[src/rtl/saturn_debug_uart_tx.sv]
// rtl/saturn_debug_uart_tx.sv - FIFO-buffered 8N1 UART transmitter for debug characters
// Optional SATURN_DEBUG_UART_CRLF_EN: a popped 0x0A is sent as 0x0D then 0x0A.
module saturn_debug_uart_tx #(
    parameter int CLK_DIV = 104,
    parameter int FIFO_AW = 4
) (
    input  logic               i_clk,
    input  logic               i_reset,
    input  logic               i_char_valid,
    input  logic [7:0]         i_char,
    output logic               o_char_ready,
    output logic               o_tx,
    output logic               o_busy,
    output logic               o_overflow,
    output logic [FIFO_AW:0]   o_level
);
    localparam int               DEPTH     = 1 << FIFO_AW;
    localparam logic [FIFO_AW:0] FULL_CNT  = (FIFO_AW + 1)'(DEPTH);
    localparam logic [15:0]      BAUD_LAST = 16'(CLK_DIV - 1);

    typedef enum logic [1:0] {S_IDLE, S_START, S_DATA, S_STOP} state_t;

    state_t               r_state;
    logic [7:0]           r_mem [DEPTH];
    logic [FIFO_AW-1:0]   r_wr_ptr;
    logic [FIFO_AW-1:0]   r_rd_ptr;
    logic [FIFO_AW:0]     r_count;
    logic [15:0]          r_baud;
    logic [2:0]           r_bit_idx;
    logic [7:0]           r_shift;
    logic                 r_tx;
    logic                 r_overflow;

    logic                 w_full;
    logic                 w_push;
    logic                 w_pop;
    logic                 w_bit_done;
    logic                 w_relaunch;
    logic [7:0]           w_head;
    logic [7:0]           w_next_byte;

    assign w_full     = (r_count == FULL_CNT);
    assign w_push     = i_char_valid && !w_full;
    assign w_bit_done = (r_baud == 16'd0);
    assign w_head     = r_mem[r_rd_ptr];

`ifdef SATURN_DEBUG_UART_CRLF_EN
    logic r_lf_pending;

    // The 0x0A of a CR/LF pair is replayed from STOP without touching the FIFO.
    assign w_relaunch  = (r_state == S_STOP) && w_bit_done && r_lf_pending;
    assign w_pop       = (r_count != '0) && !r_lf_pending &&
                         ((r_state == S_IDLE) || ((r_state == S_STOP) && w_bit_done));
    assign w_next_byte = r_lf_pending ? 8'h0A : ((w_head == 8'h0A) ? 8'h0D : w_head);

    always_ff @(posedge i_clk or posedge i_reset) begin
        if (i_reset) begin
            r_lf_pending <= 1'b0;
        end else if (w_pop) begin
            r_lf_pending <= (w_head == 8'h0A);
        end else if (w_relaunch) begin
            r_lf_pending <= 1'b0;
        end
    end
`else
    assign w_relaunch  = 1'b0;
    assign w_pop       = (r_count != '0) &&
                         ((r_state == S_IDLE) || ((r_state == S_STOP) && w_bit_done));
    assign w_next_byte = w_head;
`endif

    always_ff @(posedge i_clk) begin
        if (w_push) begin
            r_mem[r_wr_ptr] <= i_char;
        end
    end

    always_ff @(posedge i_clk or posedge i_reset) begin
        if (i_reset) begin
            r_wr_ptr   <= '0;
            r_rd_ptr   <= '0;
            r_count    <= '0;
            r_overflow <= 1'b0;
        end else begin
            if (w_push) begin
                r_wr_ptr <= r_wr_ptr + 1'b1;
            end
            if (w_pop) begin
                r_rd_ptr <= r_rd_ptr + 1'b1;
            end
            if (i_char_valid && w_full) begin
                r_overflow <= 1'b1;
            end
            case ({w_push, w_pop})
                2'b10:   r_count <= r_count + 1'b1;
                2'b01:   r_count <= r_count - 1'b1;
                default: r_count <= r_count;
            endcase
        end
    end

    always_ff @(posedge i_clk or posedge i_reset) begin
        if (i_reset) begin
            r_state   <= S_IDLE;
            r_baud    <= 16'd0;
            r_bit_idx <= 3'd0;
            r_shift   <= 8'd0;
            r_tx      <= 1'b1;
        end else begin
            case (r_state)
                S_IDLE: begin
                    if (w_pop) begin
                        r_state <= S_START;
                        r_shift <= w_next_byte;
                        r_baud  <= BAUD_LAST;
                        r_tx    <= 1'b0;
                    end
                end
                S_START: begin
                    if (w_bit_done) begin
                        r_state   <= S_DATA;
                        r_tx      <= r_shift[0];
                        r_shift   <= {1'b0, r_shift[7:1]};
                        r_bit_idx <= 3'd0;
                        r_baud    <= BAUD_LAST;
                    end else begin
                        r_baud <= r_baud - 16'd1;
                    end
                end
                S_DATA: begin
                    if (w_bit_done) begin
                        r_baud <= BAUD_LAST;
                        if (r_bit_idx == 3'd7) begin
                            r_state <= S_STOP;
                            r_tx    <= 1'b1;
                        end else begin
                            r_bit_idx <= r_bit_idx + 3'd1;
                            r_tx      <= r_shift[0];
                            r_shift   <= {1'b0, r_shift[7:1]};
                        end
                    end else begin
                        r_baud <= r_baud - 16'd1;
                    end
                end
                S_STOP: begin
                    if (w_bit_done) begin
                        // Chain straight into the next start bit so frames have no idle gap.
                        if (w_pop || w_relaunch) begin
                            r_state <= S_START;
                            r_shift <= w_next_byte;
                            r_baud  <= BAUD_LAST;
                            r_tx    <= 1'b0;
                        end else begin
                            r_state <= S_IDLE;
                        end
                    end else begin
                        r_baud <= r_baud - 16'd1;
                    end
                end
                default: r_state <= S_IDLE;
            endcase
        end
    end

    assign o_char_ready = !w_full;
    assign o_tx         = r_tx;
    assign o_busy       = (r_count != '0) || (r_state != S_IDLE);
    assign o_overflow   = r_overflow;
    assign o_level      = r_count;

endmodule

[config.mk]
export PLATFORM = sky130hd
export DESIGN_NAME = saturn_debug_uart_tx
export DESIGN_NICKNAME = d
export VERILOG_FILES = /design/src/rtl/saturn_debug_uart_tx.sv
export SDC_FILE = /design/constraint.sdc
export NUM_CORES = 1
export LEC_CHECK = 0
export ABC_CLOCK_PERIOD_IN_PS = 3470
export CORE_MARGIN = 1.5
export CORE_UTILIZATION = 52
export DETAILED_ROUTE_END_ITERATION = 10
export PLACE_DENSITY = 0.78
export SLEW_MARGIN = 20
export SYNTH_ARGS = -nofsm -noshare
export SYNTH_HDL_FRONTEND = slang
export SYNTH_SLANG_ARGS = --single-unit
[constraint.sdc]
create_clock -name i_clk -period 3.47 [get_ports i_clk]
set_input_delay 0.8675 -clock i_clk [delete_from_list [all_inputs] [get_ports i_clk]]
set_output_delay 0.8675 -clock i_clk [all_outputs]
set_load 0.005 [all_outputs]
# ---- After elaboration in Yosys (flattened, before gate mapping)
# Memory sizes are Yosys's and may differ from the RTL's.
# Index checks and enable logic that the tools add are counted.
dict set report totals {
  input_bits 11
  wordCells 77
  out_inout_bits 9
  ff_bits 44
  ram_bits 128
  mem_count 1
}
# name words word_bits read_ports rd_clocked_by_memory_dff wr line
set memory_table {}
lappend memory_table {r_mem 16 8 1 0 1 24} ;# logic [7:0] r_mem [DEPTH];
dict set report op_classes {
  n_mux 30
  n_eq_ne 13
  addsub 6
  n_reduce_logical 18
}
# operator n
set op_table {}
lappend op_table {{$mux W16} 3}
lappend op_table {{$pmux W16 S3} 1}
lappend op_table {{$mux W8} 5}
lappend op_table {{$pmux W8 S4} 1}
lappend op_table {{$logic_not A16 Y1} 1}
lappend op_table {{$sub A16 B1 Y16 const B} 1}
lappend op_table {{$ne A2 B2 Y1 const B} 6}
lappend op_table {{$mux W2} 5}
lappend op_table {{$pmux W5 S2} 1}
lappend op_table {{$mux W3} 3}
lappend op_table {{$add A4 B1 Y4 const B} 2}
lappend op_table {{$mux W1} 8}
lappend op_table {{$pmux W2 S4} 1}
lappend op_table {{$reduce_and A4 Y1} 2}
lappend op_table {{$eq A2 B2 Y1 const B} 3}
lappend op_table {{$pmux W3 S2} 1}
lappend op_table {{$reduce_bool A2 Y1} 3}
lappend op_table {{$add A5 B1 Y5 const B} 1}
lappend op_table {{$eq A5 B5 Y1 const B} 1}
lappend op_table {{$reduce_and A5 Y1} 1}
lappend op_table {{$reduce_bool A5 Y1} 1}
lappend op_table {{$sub A5 B1 Y5 const B} 1}
lappend op_table {{$eq A2 B1 Y1 const B} 2}
lappend op_table {{$logic_and A1 B1 Y1} 4}
lappend op_table {{other kinds (8)} 9}

# ---- Longest topological paths before layout
dict set report depth {
  ltp_word 7
  ltp_mapped 16
  mapped_depth_nobuf 14
}

# ---- Worst setup path after synthesis
# Ideal clock, no wire load.
dict set report synth_path {
  path_kind {register to register}
  start {reg r_baud[7]}
  end {reg r_count[4], in the netlist o_level[4]}
  setup_slack_ps 374
  period_less_slack_ps 3096
  setup_time_ps 80
  n_path_buf 2
  t_required_ps 3390
  arrival_ps 3016
  stages_incl_launch_ff 15
  path_cell_list {dfrtp_1 nor4_4 and4_1 buf_2 a31oi_4 inv_2 ha_1 clkbuf_1 xor2_1 ha_1 a21boi_0 o221ai_1 a21o_1 a21oi_1 xnor2_1}
}
dict set report synth_between {
  elab_chain_cells 6
  word_cells_on_any_way 8
  classes_between {eq/ne (2); mux (1); reduce/logical (5)}
}
# element line
set synth_lines {}
lappend synth_lines {{start: declaration} 28} ;# logic [15:0] r_baud;
lappend synth_lines {{start signal: assignment} 127} ;# r_baud <= r_baud - 16'd1;
lappend synth_lines {{start signal: assignment} 142} ;# r_baud <= r_baud - 16'd1;
lappend synth_lines {{start signal: assignment} 157} ;# r_baud <= r_baud - 16'd1;
lappend synth_lines {{$logic_not A16 Y1 (*)} 44} ;# assign w_bit_done = (r_baud == 16'd0);
lappend synth_lines {{$logic_and A1 B1 Y1 (*)} 68} ;# ((r_state == S_IDLE) || ((r_state == S_STOP) && w_bit_done));
lappend synth_lines {{$logic_or A1 B1 Y1 (*)} 68}
lappend synth_lines {{$logic_and A1 B1 Y1 (*)} 67} ;# assign w_pop = (r_count != '0) &&
lappend synth_lines {{via w_pop} 36} ;# logic w_pop;
lappend synth_lines {{$eq A2 B1 Y1 / $eq A2 B2 Y1 (equally long branches)} 94} ;# case ({w_push, w_pop})
lappend synth_lines {{$pmux W5 S2 / $reduce_bool A2 Y1 (equally long branches)} n/a}
lappend synth_lines {{end signal: assignment} 95} ;# 2'b10: r_count <= r_count + 1'b1;
lappend synth_lines {{end signal: assignment} 96} ;# 2'b01: r_count <= r_count - 1'b1;
lappend synth_lines {{end signal: assignment} 97} ;# default: r_count <= r_count;
lappend synth_lines {{end: declaration} 27} ;# logic [FIFO_AW:0] r_count;
# The timed path passes the listed nets; every way through them passes the cells marked *.
# A chain may end at the register's enable or synchronous reset.

# ---- Worst setup path after layout
dict set report layout_path {
  start {reg r_baud[5]}
  end {reg r_count[4], in the netlist o_level[4]}
}
# The elaborated chain is that of the path after synthesis.

==> impl_metrics.json <==
{
  "outcome": "completed",
  "via_per_inst": 6.070,
  "hold_ws_ns": 0.4683,
  "p_switching_uw": 1297,
  "synth_edf_count": 128,
  "netlist_instances": 534,
  "antenna_found_initial": 0,
  "yosys.area.top_type": "edfxtp_1",
  "synth_commonest_cells": "edfxtp_1, nand2_1, dfrtp_1",
  "ys_ff_latch": 172,
  "ys_top_cells_by_area": "edfxtp_1, dfrtp_1, mux4_2, mux2i_1, ha_1",
  "startpoint_type": "flip-flop",
  "pwr-share-comb_pct": 12.1,
  "clk_pin_slew_ns": 0.07,
  "path_class": "flip-flop to flip-flop",
  "numPortBuffers": 19,
  "cts_tree": "built",
  "fmax_mhz": 311.5,
  "num-fill-cells": 1083,
  "seq_area_mm2": 0.004947,
  "rows": 44,
  "drv_cap": 0,
  "p_int_uw": 3626,
  "via_count": 4668,
  "start_util_pct": 53.31,
  "r2r_slack_ns": 0.26,
  "synth_warnings": 0,
  "cts_made_buffers": 17,
  "fp.coreArea_mm2": 0.01453,
  "grt_pass1_vias": 4796,
  "drt-initial-drc-count": 432,
  "required_ns": 3.82,
  "syn_nets": 563,
  "avgRoutedWirePerCell_um": 20.87,
  "final_util_pct": 60.66,
  "dp_slack_ns": 0.1679,
  "drive_above_1_share_pct": 17.61,
  "grt_max_degree": 29,
  "crit_fanout": 8,
  "multi_input_area_mm2": 0.002618,
  "synth_top_area_share_pct": 49.61,
  "drc_errors": 0,
  "cts_max_level": 4,
  "fin_crit_sh_pct": 92.53,
  "slew_viol_final": 0,
  "clockRootBuffer": "clkbuf_16",
  "min_path_type": "flip-flop to flip-flop",
  "grt-ovfl-total": 0,
  "grt_pass1_wl_mm": 25.81,
  "seq_power_share_pct": 52.5,
  "critPathArrivalTime_ns": 3.56,
  "hold_viol": 0,
  "power.share.switching_pct": 26.35,
  "antenna_cells": 0,
  "vdd_drop_max_v": 0.0004060,
  "nets": 601,
  "fin_area_mm2": 0.008816,
  "dieArea_mm2": 0.01564,
  "place_hpwl_mm": 10.39,
  "rsz0062_at_grt": "false",
  "share_clk_of_total_power_pct": 35.4,
  "finalWorstSetupSlack_ns": 0.2594,
  "area_delta_synth_final_pct": 13.79,
  "clock_sinks": 172,
  "synth-async-reset-ratio_pct": 25.58,
  "cts_max_path_buffers": 2,
  "worstSetupEndpointType": "flip-flop",
  "wl_mm": 16.05,
  "ys_seq_area_share_pct": 63.84,
  "clock_latency_ns": 0.43,
  "max_slew_margin_pct": 34.73,
  "num_io_pins": 20,
  "yosys_most_used_dff": "edfxtp_1",
  "die_h_um": 125.1,
  "synth_most_common_cell": "edfxtp_1",
  "track_usage_pct": 21.68,
  "drtPass1Iterations": 5,
  "syn_area_per_cell_um2": 14.51,
  "skew_ns": 0.01344,
  "dpl_cell_area_mm2": 0.008254,
  "power_per_cell_area_mw_per_mm2": 558.4,
  "ant_nets": 0,
  "die_w_um": 125.1,
  "yosysUniqueCellTypes": 62,
  "synth_area_mm2": 0.007747,
  "p_leak_uw": 0.003108,
  "postCtsHoldBufs": 0,
  "finalSetupViolCount": 0,
  "fin_setup_tns_ns": 0,
  "finalCriticalPeriod_ns": 3.211,
  "gp_congestion": 0.8675,
  "tightest_slew_ns": 0.9738
}
## layout make-up
type,instances,area share (%)
clock inverters,13,1.206
multi-input cells,318,29.69
flip-flops and latches,172,56.12
repair buffers,46,4.740
well taps,184,2.611
inverters,17,0.7238
clock buffers,19,4.911
## layout by cell type (no fill, tap or decap), drive strengths merged, types with 10 or more instances in the layout
master           n
edfxtp         128
nand2           44
dfrtp           43
mux2i           38
nor2            29
buf             27
inv             23
o21ai           22
a21oi           19
clkdlybuf4s50   19
clkbuf          19
mux4            18
ha              18
nor3            13
a22oi           10
## metrics by stage
stage / std cells / total power, uW
floorplan: 534 / 2936
global placement: 735 / 3177
detailed placement: 735 / 3220
CTS: 767 / 4947
global route: 769 / 5107
finish: 769 / 4923
## kinds of logic (layout without fill, tap and decap cells)
| group | after synthesis | count (layout) | share of synthesized area (%) |
|---|---|---|---|
| AOI/OAI and AO/OA | 98 | 98 | 9.222 |
| xor gates and xnor gates | 12 | 12 | 1.357 |
| adders and majority gates | 18 | 18 | 2.907 |
| buffers and inverters | 44 | 95 | 2.471 |
| DFF | 172 | 172 | 63.84 |
| muxes | 64 | 64 | 11.60 |
| and+or+nand+nor | 126 | 126 | 8.608 |
## flip-flops by register name, summed over array words and instances (netlist names)
register and cells:
r_baud 16, r_shift 8, r_rd_ptr 4, r_mem 128, o_level 5, r_bit_idx 3, r_state 2, r_wr_ptr 4
o_overflow 1, o_tx 1
## final timing paths
path,start,end,depth (start not counted)
max,r_baud[5],o_level[4],12
min,o_overflow,o_overflow,1
max reg2reg,r_baud[5],o_level[4],12
min reg2reg,o_overflow,o_overflow,1
max in group asynchronous,i_reset,o_tx,3
min in group asynchronous,i_reset,r_wr_ptr[3],2
## worst max-delay path: stages (launching register included)
cell and delay, ns:
dfrtp_1 0.49, nor4_1 0.43, and4_4 0.34, a31oi_4 0.15, inv_2 0.14, ha_1 0.21
xor2_1 0.18, ha_1 0.21, a21boi_0 0.21, o221ai_1 0.20, a21o_1 0.23, a21oi_1 0.21
xnor2_1 0.14
## metal layers
| layer | vias to the layer above | GRT usage, % | share of wire [%] |
|---|---|---|---|
| met5 | - | 0 | 0 |
| met4 | 0 | 8.890 | 2.3 |
| met3 | 36 | 4.450 | 4.9 |
| met2 | 156 | 36.48 | 50 |
| met1 | 2351 | 27.67 | 42 |
| li1 | 2125 | - | - |
## power by group through the flow
| stage | combinational [uW] | clock, uW | sequential (uW) |
|---|---|---|---|
| 6_report | 595 | 1740 | 2590 |
| 5_1_grt | 653 | 1850 | 2610 |
| 4_1_cts | 600 | 1760 | 2580 |
| 3_5_place_dp | 597 | 0 | 2620 |
| 3_3_place_gp | 572 | 0 | 2600 |
| 2_1_floorplan | 396 | 0 | 2540 |
## timing repair
action	in CTS	in global routing
resized for setup	0	3
endpoints found under the setup margin	0	1
endpoints found under the hold margin	0	0
setup buffers	0	2
Power figures use the tool's default switching activity.
